$ cat src/rtl/midi_pkg.sv
// Shared constants, FSM state type and the status-byte length decoder
// for the MIDI transmit path.
package midi_pkg;
  localparam int MIDI_CLK_DIV = 800;

  localparam logic [3:0] NOTE_OFF = 4'h8;
  localparam logic [3:0] NOTE_ON  = 4'h9;
  localparam logic [3:0] POLY_AT  = 4'hA;
  localparam logic [3:0] CC       = 4'hB;
  localparam logic [3:0] PROG     = 4'hC;
  localparam logic [3:0] CH_AT    = 4'hD;
  localparam logic [3:0] PBEND    = 4'hE;
  localparam logic [3:0] SYS      = 4'hF;

  localparam logic [7:0] RT_MIN    = 8'hF8;
  localparam logic [7:0] SYSEX_END = 8'hF7;

  typedef enum logic [2:0] {IDLE, SEND_STATUS, SEND_D1, SEND_D2, SEND_RT} tx_state_t;

  // Number of data bytes that follow a status byte.
  function automatic logic [1:0] data_len(input logic [7:0] status);
    data_len = 2'd0;
    case (status[7:4])
      NOTE_OFF, NOTE_ON, POLY_AT, CC, PBEND: data_len = 2'd2;
      PROG, CH_AT:                           data_len = 2'd1;
      SYS: begin
        case (status[3:0])
          4'h1, 4'h3: data_len = 2'd1;
          4'h2:       data_len = 2'd2;
          default:    data_len = 2'd0;
        endcase
      end
      default: data_len = 2'd0;
    endcase
  endfunction
endpackage

$ cat src/rtl/midi_msg_tx_if.sv
// Message / real-time request bus between the synth control logic and the
// MIDI transmitter, plus the transmitter's status outputs.
interface midi_msg_tx_if;
  logic       msg_valid;
  logic       msg_ready;
  logic [7:0] msg_status;
  logic [7:0] msg_data1;
  logic [7:0] msg_data2;
  logic       rt_valid;
  logic [7:0] rt_byte;
  logic       rt_ready;
  logic       running_status_en;
  logic       midi_txd;
  logic       busy;
  logic       msg_err;

  modport master (
    output msg_valid, msg_status, msg_data1, msg_data2, rt_valid, rt_byte,
           running_status_en,
    input  msg_ready, rt_ready, midi_txd, busy, msg_err
  );

  modport slave (
    input  msg_valid, msg_status, msg_data1, msg_data2, rt_valid, rt_byte,
           running_status_en,
    output msg_ready, rt_ready, midi_txd, busy, msg_err
  );
endinterface

$ cat src/rtl/midi_tx_byte.sv
// 8N1 byte serializer: bit-period divider plus 10-bit frame shifter.
// byte_ready is also high in the last stop-bit cycle so frames chain gaplessly.
module midi_tx_byte #(
  parameter int CLK_DIV = 800
) (
  input  logic       clk,
  input  logic       rst_n,
  input  logic       byte_valid,
  input  logic [7:0] byte_data,
  output logic       byte_ready,
  output logic       txd,
  output logic       active
);
  localparam int DW = (CLK_DIV > 1) ? $clog2(CLK_DIV) : 1;

  logic [DW-1:0] div_cnt;
  logic [3:0]    bit_cnt;
  logic [9:0]    shreg;
  logic          bit_end, last_cycle;

  assign bit_end    = div_cnt == DW'(CLK_DIV - 1);
  assign last_cycle = active && bit_cnt == 4'd9 && bit_end;
  assign byte_ready = !active || last_cycle;

  always_ff @(posedge clk) begin
    if (!rst_n) begin
      active  <= 1'b0;
      div_cnt <= '0;
      bit_cnt <= '0;
      shreg   <= '1;
      txd     <= 1'b1;
    end else begin
      // Output is a registered copy of the frame head, one cycle behind the load.
      txd <= active ? shreg[0] : 1'b1;
      if (byte_valid && byte_ready) begin
        active  <= 1'b1;
        div_cnt <= '0;
        bit_cnt <= '0;
        shreg   <= {1'b1, byte_data, 1'b0};
      end else if (active) begin
        if (bit_end) begin
          div_cnt <= '0;
          if (bit_cnt == 4'd9) begin
            active <= 1'b0;
          end else begin
            bit_cnt <= bit_cnt + 4'd1;
            shreg   <= {1'b1, shreg[9:1]};
          end
        end else begin
          div_cnt <= div_cnt + 1'b1;
        end
      end
    end
  end
endmodule

$ cat src/rtl/midi_msg_tx.sv
// MIDI OUT message transmitter: byte-count decode, running-status compression
// and real-time byte insertion in front of the 8N1 serializer.
module midi_msg_tx
  import midi_pkg::*;
#(
  parameter int CLK_DIV       = MIDI_CLK_DIV,
  parameter bit RS_EN_DEFAULT = 1'b1
) (
  input logic          CLOCK_25,
  input logic          reset_reg_N,
  midi_msg_tx_if.slave bus
);
  tx_state_t  state, state_nxt, ret_q, ret_nxt, first_st, after_field;
  logic [7:0] status_q, rt_q, last_status, field, byte_data;
  logic [6:0] d1_q, d2_q;
  logic [1:0] len_q;
  logic       rt_pend, err_q, byte_valid, byte_ready, ser_active, rt_sent, txd;
  logic       msg_acc, rt_acc, is_chan, is_sys_common, skip;
  logic       unused;

  assign unused = &{1'b0, RS_EN_DEFAULT, bus.msg_data1[7], bus.msg_data2[7]};

  assign msg_acc       = bus.msg_valid && state == IDLE;
  assign rt_acc        = bus.rt_valid && !rt_pend;
  assign is_chan       = bus.msg_status[7] && bus.msg_status[7:4] != SYS;
  assign is_sys_common = bus.msg_status[7:4] == SYS && bus.msg_status < RT_MIN;
  assign skip          = bus.running_status_en && is_chan && bus.msg_status == last_status;
  assign first_st      = skip ? SEND_D1 : SEND_STATUS;

  always_comb begin
    field       = status_q;
    after_field = IDLE;
    case (state)
      SEND_STATUS: after_field = (len_q == 2'd0) ? IDLE : SEND_D1;
      SEND_D1: begin
        field       = {1'b0, d1_q};
        after_field = (len_q == 2'd2) ? SEND_D2 : IDLE;
      end
      SEND_D2: field = {1'b0, d2_q};
      default: ;
    endcase
  end

  always_comb begin
    state_nxt  = state;
    ret_nxt    = ret_q;
    byte_valid = 1'b0;
    byte_data  = rt_q;
    rt_sent    = 1'b0;
    case (state)
      IDLE: begin
        if (msg_acc && bus.msg_status[7]) begin
          if (rt_pend || rt_acc) begin
            state_nxt = SEND_RT;
            ret_nxt   = first_st;
          end else begin
            state_nxt = first_st;
          end
        end else if (rt_pend) begin
          state_nxt = SEND_RT;
          ret_nxt   = IDLE;
        end
      end
      SEND_RT: begin
        byte_valid = 1'b1;
        if (byte_ready) begin
          rt_sent   = 1'b1;
          state_nxt = ret_q;
        end
      end
      default: begin
        byte_valid = 1'b1;
        // A pending rt byte takes the next boundary; park in SEND_RT until then.
        if (rt_pend) begin
          if (byte_ready) begin
            rt_sent = 1'b1;
          end else begin
            state_nxt = SEND_RT;
            ret_nxt   = state;
          end
        end else begin
          byte_data = field;
          if (byte_ready) state_nxt = after_field;
        end
      end
    endcase
  end

  always_ff @(posedge CLOCK_25) begin
    if (!reset_reg_N) begin
      state       <= IDLE;
      ret_q       <= IDLE;
      status_q    <= '0;
      d1_q        <= '0;
      d2_q        <= '0;
      len_q       <= '0;
      rt_pend     <= 1'b0;
      rt_q        <= '0;
      last_status <= '0;
      err_q       <= 1'b0;
    end else begin
      state <= state_nxt;
      ret_q <= ret_nxt;
      err_q <= msg_acc && !bus.msg_status[7];
      if (msg_acc) begin
        status_q <= bus.msg_status;
        d1_q     <= bus.msg_data1[6:0];
        d2_q     <= bus.msg_data2[6:0];
        len_q    <= data_len(bus.msg_status);
      end
      if (rt_acc) begin
        rt_pend <= 1'b1;
        rt_q    <= bus.rt_byte;
      end else if (rt_sent) begin
        rt_pend <= 1'b0;
      end
      if (!bus.running_status_en)
        last_status <= '0;
      else if (msg_acc && is_chan)
        last_status <= bus.msg_status;
      else if (msg_acc && is_sys_common)
        last_status <= '0;
    end
  end

  midi_tx_byte #(.CLK_DIV(CLK_DIV)) u_ser (
    .clk       (CLOCK_25),
    .rst_n     (reset_reg_N),
    .byte_valid(byte_valid),
    .byte_data (byte_data),
    .byte_ready(byte_ready),
    .txd       (txd),
    .active    (ser_active)
  );

  assign bus.midi_txd  = txd;
  assign bus.msg_ready = state == IDLE;
  assign bus.rt_ready  = !rt_pend;
  assign bus.busy      = state != IDLE || ser_active || rt_pend;
  assign bus.msg_err   = err_q;
endmodule

$ cat src/flat_wrapper.sv
// flat-port wrapper written by rule: the top's interface ports become plain ports
module midi_msg_tx_flat import midi_pkg::*;
#(
  parameter int CLK_DIV       = MIDI_CLK_DIV,
  parameter bit RS_EN_DEFAULT = 1'b1
)
  (CLOCK_25, reset_reg_N, bus_msg_valid, bus_msg_status, bus_msg_data1, bus_msg_data2, bus_rt_valid, bus_rt_byte, bus_running_status_en, bus_msg_ready, bus_rt_ready, bus_midi_txd, bus_busy, bus_msg_err);
  midi_msg_tx_if bus_i ();
  input logic CLOCK_25;
  input logic reset_reg_N;
  input wire logic [$bits(bus_i.msg_valid)-1:0] bus_msg_valid;
  input wire logic [$bits(bus_i.msg_status)-1:0] bus_msg_status;
  input wire logic [$bits(bus_i.msg_data1)-1:0] bus_msg_data1;
  input wire logic [$bits(bus_i.msg_data2)-1:0] bus_msg_data2;
  input wire logic [$bits(bus_i.rt_valid)-1:0] bus_rt_valid;
  input wire logic [$bits(bus_i.rt_byte)-1:0] bus_rt_byte;
  input wire logic [$bits(bus_i.running_status_en)-1:0] bus_running_status_en;
  output wire logic [$bits(bus_i.msg_ready)-1:0] bus_msg_ready;
  output wire logic [$bits(bus_i.rt_ready)-1:0] bus_rt_ready;
  output wire logic [$bits(bus_i.midi_txd)-1:0] bus_midi_txd;
  output wire logic [$bits(bus_i.busy)-1:0] bus_busy;
  output wire logic [$bits(bus_i.msg_err)-1:0] bus_msg_err;
  assign bus_i.msg_valid = bus_msg_valid;
  assign bus_i.msg_status = bus_msg_status;
  assign bus_i.msg_data1 = bus_msg_data1;
  assign bus_i.msg_data2 = bus_msg_data2;
  assign bus_i.rt_valid = bus_rt_valid;
  assign bus_i.rt_byte = bus_rt_byte;
  assign bus_i.running_status_en = bus_running_status_en;
  assign bus_msg_ready = bus_i.msg_ready;
  assign bus_rt_ready = bus_i.rt_ready;
  assign bus_midi_txd = bus_i.midi_txd;
  assign bus_busy = bus_i.busy;
  assign bus_msg_err = bus_i.msg_err;
  midi_msg_tx #(.CLK_DIV(CLK_DIV), .RS_EN_DEFAULT(RS_EN_DEFAULT)) u_core (.CLOCK_25(CLOCK_25), .reset_reg_N(reset_reg_N), .bus(bus_i));
endmodule
$ cat config.mk
export PLATFORM = sky130hd
export DESIGN_NAME = midi_msg_tx_flat
export DESIGN_NICKNAME = d
export VERILOG_FILES = /design/src/rtl/midi_pkg.sv /design/src/rtl/midi_msg_tx_if.sv /design/src/rtl/midi_tx_byte.sv /design/src/rtl/midi_msg_tx.sv /design/src/flat_wrapper.sv
export SDC_FILE = /design/constraint.sdc
export NUM_CORES = 1
export LEC_CHECK = 0
export CAP_MARGIN = 10
export CORE_ASPECT_RATIO = 1.1
export CORE_MARGIN = 2
export CORE_UTILIZATION = 50
export CTS_CLUSTER_DIAMETER = 80
export DETAILED_ROUTE_END_ITERATION = 7
export HOLD_SLACK_MARGIN = 0.15
export PLACE_DENSITY = 0.73
export SLEW_MARGIN = 20
export SYNTH_ARGS = -nofsm -noshare
export SYNTH_HDL_FRONTEND = slang
export SYNTH_SLANG_ARGS = --single-unit
export TNS_END_PERCENT = 50
$ cat constraint.sdc
create_clock -name CLOCK_25 -period 5.5 [get_ports CLOCK_25]
set_input_delay 1.65 -clock CLOCK_25 [delete_from_list [all_inputs] [get_ports CLOCK_25]]
set_output_delay 1.65 -clock CLOCK_25 [all_outputs]
set_load 0.03 [all_outputs]
* Yosys cells after proc, flatten, opt, wreduce, memory -nomap -nowiden *
Cells that the tools add are included.

storage, ports and cells
  register bits = 73
  logic and storage cells = 125

cells by class
  add/sub/neg operators = 2
  order comparisons = 1
  eq/ne operators = 24
  mux-type cells = 39
  bitwise gates (word level) = 3
  reduce and logical (&&, ||, !) cells = 41

operator list
  kind                   count
  $eq 4x4->1 const B     9
  $mux 9                 4
  $mux 3                 11
  $mux 8                 4
  $pmux 3 s2             3
  $pmux 8 s2             1
  $logic_and 1x1->1      13
  $reduce_bool 2->1      6
  $add 10x1->10 const B  1
  $eq 10x10->1 const B   1
  $mux 10                1
  $mux 1                 9
  $reduce_and 3->1       3
  $eq 4x2->1 const B     2
  $eq 8x8->1             1
  $lt 8x8->1 const B     1
  $ne 4x4->1 const B     2
  $reduce_or 2->1        4
  $eq 3x2->1 const B     2
  $mux 2                 3
  $pmux 2 s3             1
  $reduce_or 5->1        1
  $add 4x1->4 const B    1
  $eq 4x1->1 const B     1
  other kinds (17)       25

* Longest topological paths before layout *
  depth after elaboration = 9
  depth in mapped cells = 8
  depth with buffers taken out = 7

* By module *
A second synthesis with hierarchy kept.

unflattened totals
  cells, all modules = 443
  area total of the unflattened synthesis = 3,619.7 µm²

by module, submodules not included
  module        instances  cells an instance  area an instance (µm²)  sequential area each (µm²)
  midi_msg_tx   1          298                2,361.0                 960.9
  midi_tx_byte  1          145                1,258.7                 500.5

* Worst setup path after synthesis *
Ideal clock, no wire load.

  path type = register to output
  from = register u_core.state[0]
  to = output port bus_busy
  arrival time = 1.368 ns
  path slack = 2.482 ns
  stages on the path, launching flop included = 5
  cells stage by stage = dfxtp_1 -> clkbuf_1 -> or3_1 -> clkinv_1 -> nand3_1

between the ends
  longest elaborated chain between the ends = 3

ends and longest elaborated chain
  what                           RTL line            source
  start, declared                midi_msg_tx.sv:13   tx_state_t state, state_nxt, ret_q, ret_nxt, first_st, after_field;
  start signal, assigned         midi_msg_tx.sv:102  state <= state_nxt;
  $reduce_bool 3->1              midi_msg_tx.sv:139  assign bus.busy = state != IDLE || ser_active || rt_pend;
  $logic_or 1x1->1 (2 in a row)  midi_msg_tx.sv:139
  end, declared                  flat_wrapper.sv:21  output wire logic [$bits(bus_i.busy)-1:0] bus_busy;

No other way between the ends.

* Worst setup path in the final report *
Same ends and word-level chain as after synthesis.

==> run_results.csv <==
group,metric,value,unit
route,route.detailed.drc,0,
floorplanning,die_w,82.9,µm
logic_synthesis,yosysTopAreaCellShare,0.427,
placed_design,place_congestion,0.812,
logic_synthesis,syn_avg_cell_area,8.01,µm²
layout,area_growth,17.5,%
logic_synthesis,syn_area,3420,µm²
placed_design,numPortBuffers,39,
logic_synthesis,yosysTopAreaCell,"dfxtp_1",
sta,skew,5.67,ps
grt,antenna_found_initial,0,
placed_design,dp.cells,523,
route,dr_total_vias,3021,
placed_design,hpwl,5.27,mm
floorplanning,core_area,6590,µm²
route,drt_wl_total,7.62,mm
pwr,ir_drop,0.218,mV
logic_synthesis,synth_most_common_cell,"nand2_1",
sta,finalCriticalPeriod,4200,ps
critical_path,worst-setup-path-type,"reg2out",
logic_synthesis,ys_seq_area_frac,0.427,
critical_path,required,3850,ps
floorplanning,die_h,90.8,µm
clock_network,cts_setup_buffers,0,
sta,slew_viol_final,0,
sta,slew_headroom,0.344,
critical_path,cp_max_fo,15,
route,wl_per_cell,14.1,µm
floorplanning,num_io_pins,42,
clock_network,clock_path_buffers,2,
pwr,p_leak,1.37,nW
sta,rsz0062_at_grt,"no",
logic_synthesis,ys_top_cells_by_count,"86 x nand2_1, 73 x dfxtp_1, 49 x a21oi_1, 35 x nor2_1, 22 x clkbuf_1",
sta,worstMarginPinSlew,981,ps
clock_network,post_cts_resized,0,
clock_network,cts_root_buf,"clkbuf_8",
clock_network,clk_latency,340,ps
run_status,status,"completed",
route,drtIter0Drc,173,
grt,grt_usage,0.206,
clock_network,hold_buffers,0,
sta,tns,0,ps
logic_synthesis,synth_fp_nets,467,
layout,nNetsFinal,492,
pwr,powerDensity,427,nW/µm²
grt,grt_first_pass_wirelength,12.8,mm
sta,final-setup-viol-count,0,
logic_synthesis,synth_cell_types,53,
logic_synthesis,ys_seq_elements,73,
grt,grt_pass1_vias,2810,
layout,antennaDiodeCount,0,
clock_network,cts_tree,"done",
sta,hold_viol,0,
sta,post-route-period-util,0.763,
worst_hold_path,hold_path_class,"reg2reg",
route,ant_nets,0,
critical_path,cp.arrival,2550,ps
grt,overflow,0,
job,drv_cap,0,
clock_network,cts_buffers,9,
critical_path,crit_path_end_kind,"output pin",
logic_synthesis,synth_edf_count,0,
route,firstDrtPassIters,4,
layout,layout-drive-gt1-share,0.0635,
sta,fmax,0.238,GHz
logic_synthesis,yosys-top-cells-area,"dfxtp_1 43%, nand2_1 9.4%, a21oi_1 7.2%",
clock_network,clk_pin_slew,70,ps
floorplanning,fp.dieArea,7520,µm²
layout,fin_cells,539,
route,avgViaCountPerCell,5.60,
critical_path,start_kind,"flip-flop",
grt,grt_max_degree,27,
logic_synthesis,postSynthCellCount,427,
logic_synthesis,async_flop_share,0,
logic_synthesis,ys.warnings.count,0,
logic_synthesis,synth_ff_type,"dfxtp_1",
floorplanning,start_util,0.519,
floorplanning,num_rows,31,
clock_network,cts.htree.levels,3,
clock_network,clock-sinks,73,
layout,fillers,616,
-- registers in the layout (all words and copies together), names as in the netlist, 2 cells and up --
register / flops
u_core.d1_q: 7
u_core.d2_q: 7
u_core.last_status: 8
u_core.len_q: 2
u_core.ret_q: 3
u_core.rt_q: 8
u_core.state: 3
u_core.status_q: 8
u_core.u_ser.bit_cnt: 4
u_core.u_ser.div_cnt: 10
u_core.u_ser.shreg: 9
-- critical path, stage by stage, from the launching register on --
cell and delay [ps]:
dfxtp_1 800, or3_1 290, clkinv_1 280, nand3_1 170, clkdlybuf4s50_1 670
-- cell type report --
type	instances	area, µm²	share of cell area
clock buffer	11	141	0.0352
clock inverter	5	55.1	0.0137
inverter	10	37.5	0.00934
multi-input combinational	316	1810	0.450
sequential	73	1460	0.364
tap	82	103	0.0255
timing repair buffer	42	413	0.103
-- metrics by stage --
| step | total power (W) | setup slack (ps) | hold WS, ps | cell area [µm²] | utilization |
|---|---|---|---|---|---|
| finish | 0.00172 | 1300 | 455 | 4020 | 0.610 |
| detailed placement | 0.00130 | 1700 | 440 | 3820 | 0.579 |
| CTS | 0.00172 | 1330 | 457 | 4010 | 0.609 |
| global route | 0.00183 | 1170 | 473 | 4020 | 0.610 |
| global placement | 0.00129 | 1720 | 431 | 3820 | 0.579 |
| floorplan | 0.00115 | 2480 | 414 | 3420 | - |
-- per-layer routing --
metal  vias up  global-route usage  wire length (µm)
met5         -                   0                 0
met4         0              0.0915               146
met3        15              0.0347               230
met2        63               0.344              3710
met1      1402               0.260              3530
li1       1541                   -                 -
-- path summary, 6_finish.rpt --
kind	startpoint	end	slack (ps)	depth (start not counted)
max	u_core.state[0]	bus_busy	1300	4
min	u_core.d1_q[0]	u_core.d1_q[0]	450	2
max reg2reg	u_core.state[0]	u_core.last_status[7]	2870	6
min reg2reg	u_core.d1_q[0]	u_core.d1_q[0]	450	2
-- report_power, final --
group          internal (W)  total [W]  switching [W]
clock              0.000220   0.000414       0.000194
combinational      0.000218   0.000580       0.000362
sequential         0.000630   0.000722      0.0000919
total               0.00107    0.00172       0.000648
-- cells by family after synthesis --
family	share of synthesized area
AOI/OAI and AO/OA	0.197
xor gates and xnor gates	0.0486
adders and majority gates	0.0110
buffers and inverters	0.0464
DFF	0.427
muxes	0.0293
and+or+nand+nor	0.240
-- cell usage in the layout (no fill, tap or decap), types with 3 or more instances in the layout --
cell type,synthesis,final
nor3b_1,3,3
xnor2_1,15,15
ha_1,3,3
nand2_1,86,86
a22oi_1,9,9
clkbuf_8,0,10
o31ai_1,5,5
a21oi_1,49,49
mux2i_1,10,10
nor2_1,35,35
and3_1,3,3
or3_1,4,4
a211oi_1,8,8
nand4_1,8,8
o21ai_0,6,6
and2_1,3,3
o2111ai_1,7,7
clkdlybuf4s50_1,0,39
xor2_1,4,4
nor3_1,6,6
dfxtp_1,73,73
inv_1,8,8
nor4_1,3,3
buf_4,1,3
nand3_1,12,12
Note: power is estimated with default switching activity, not from simulation.
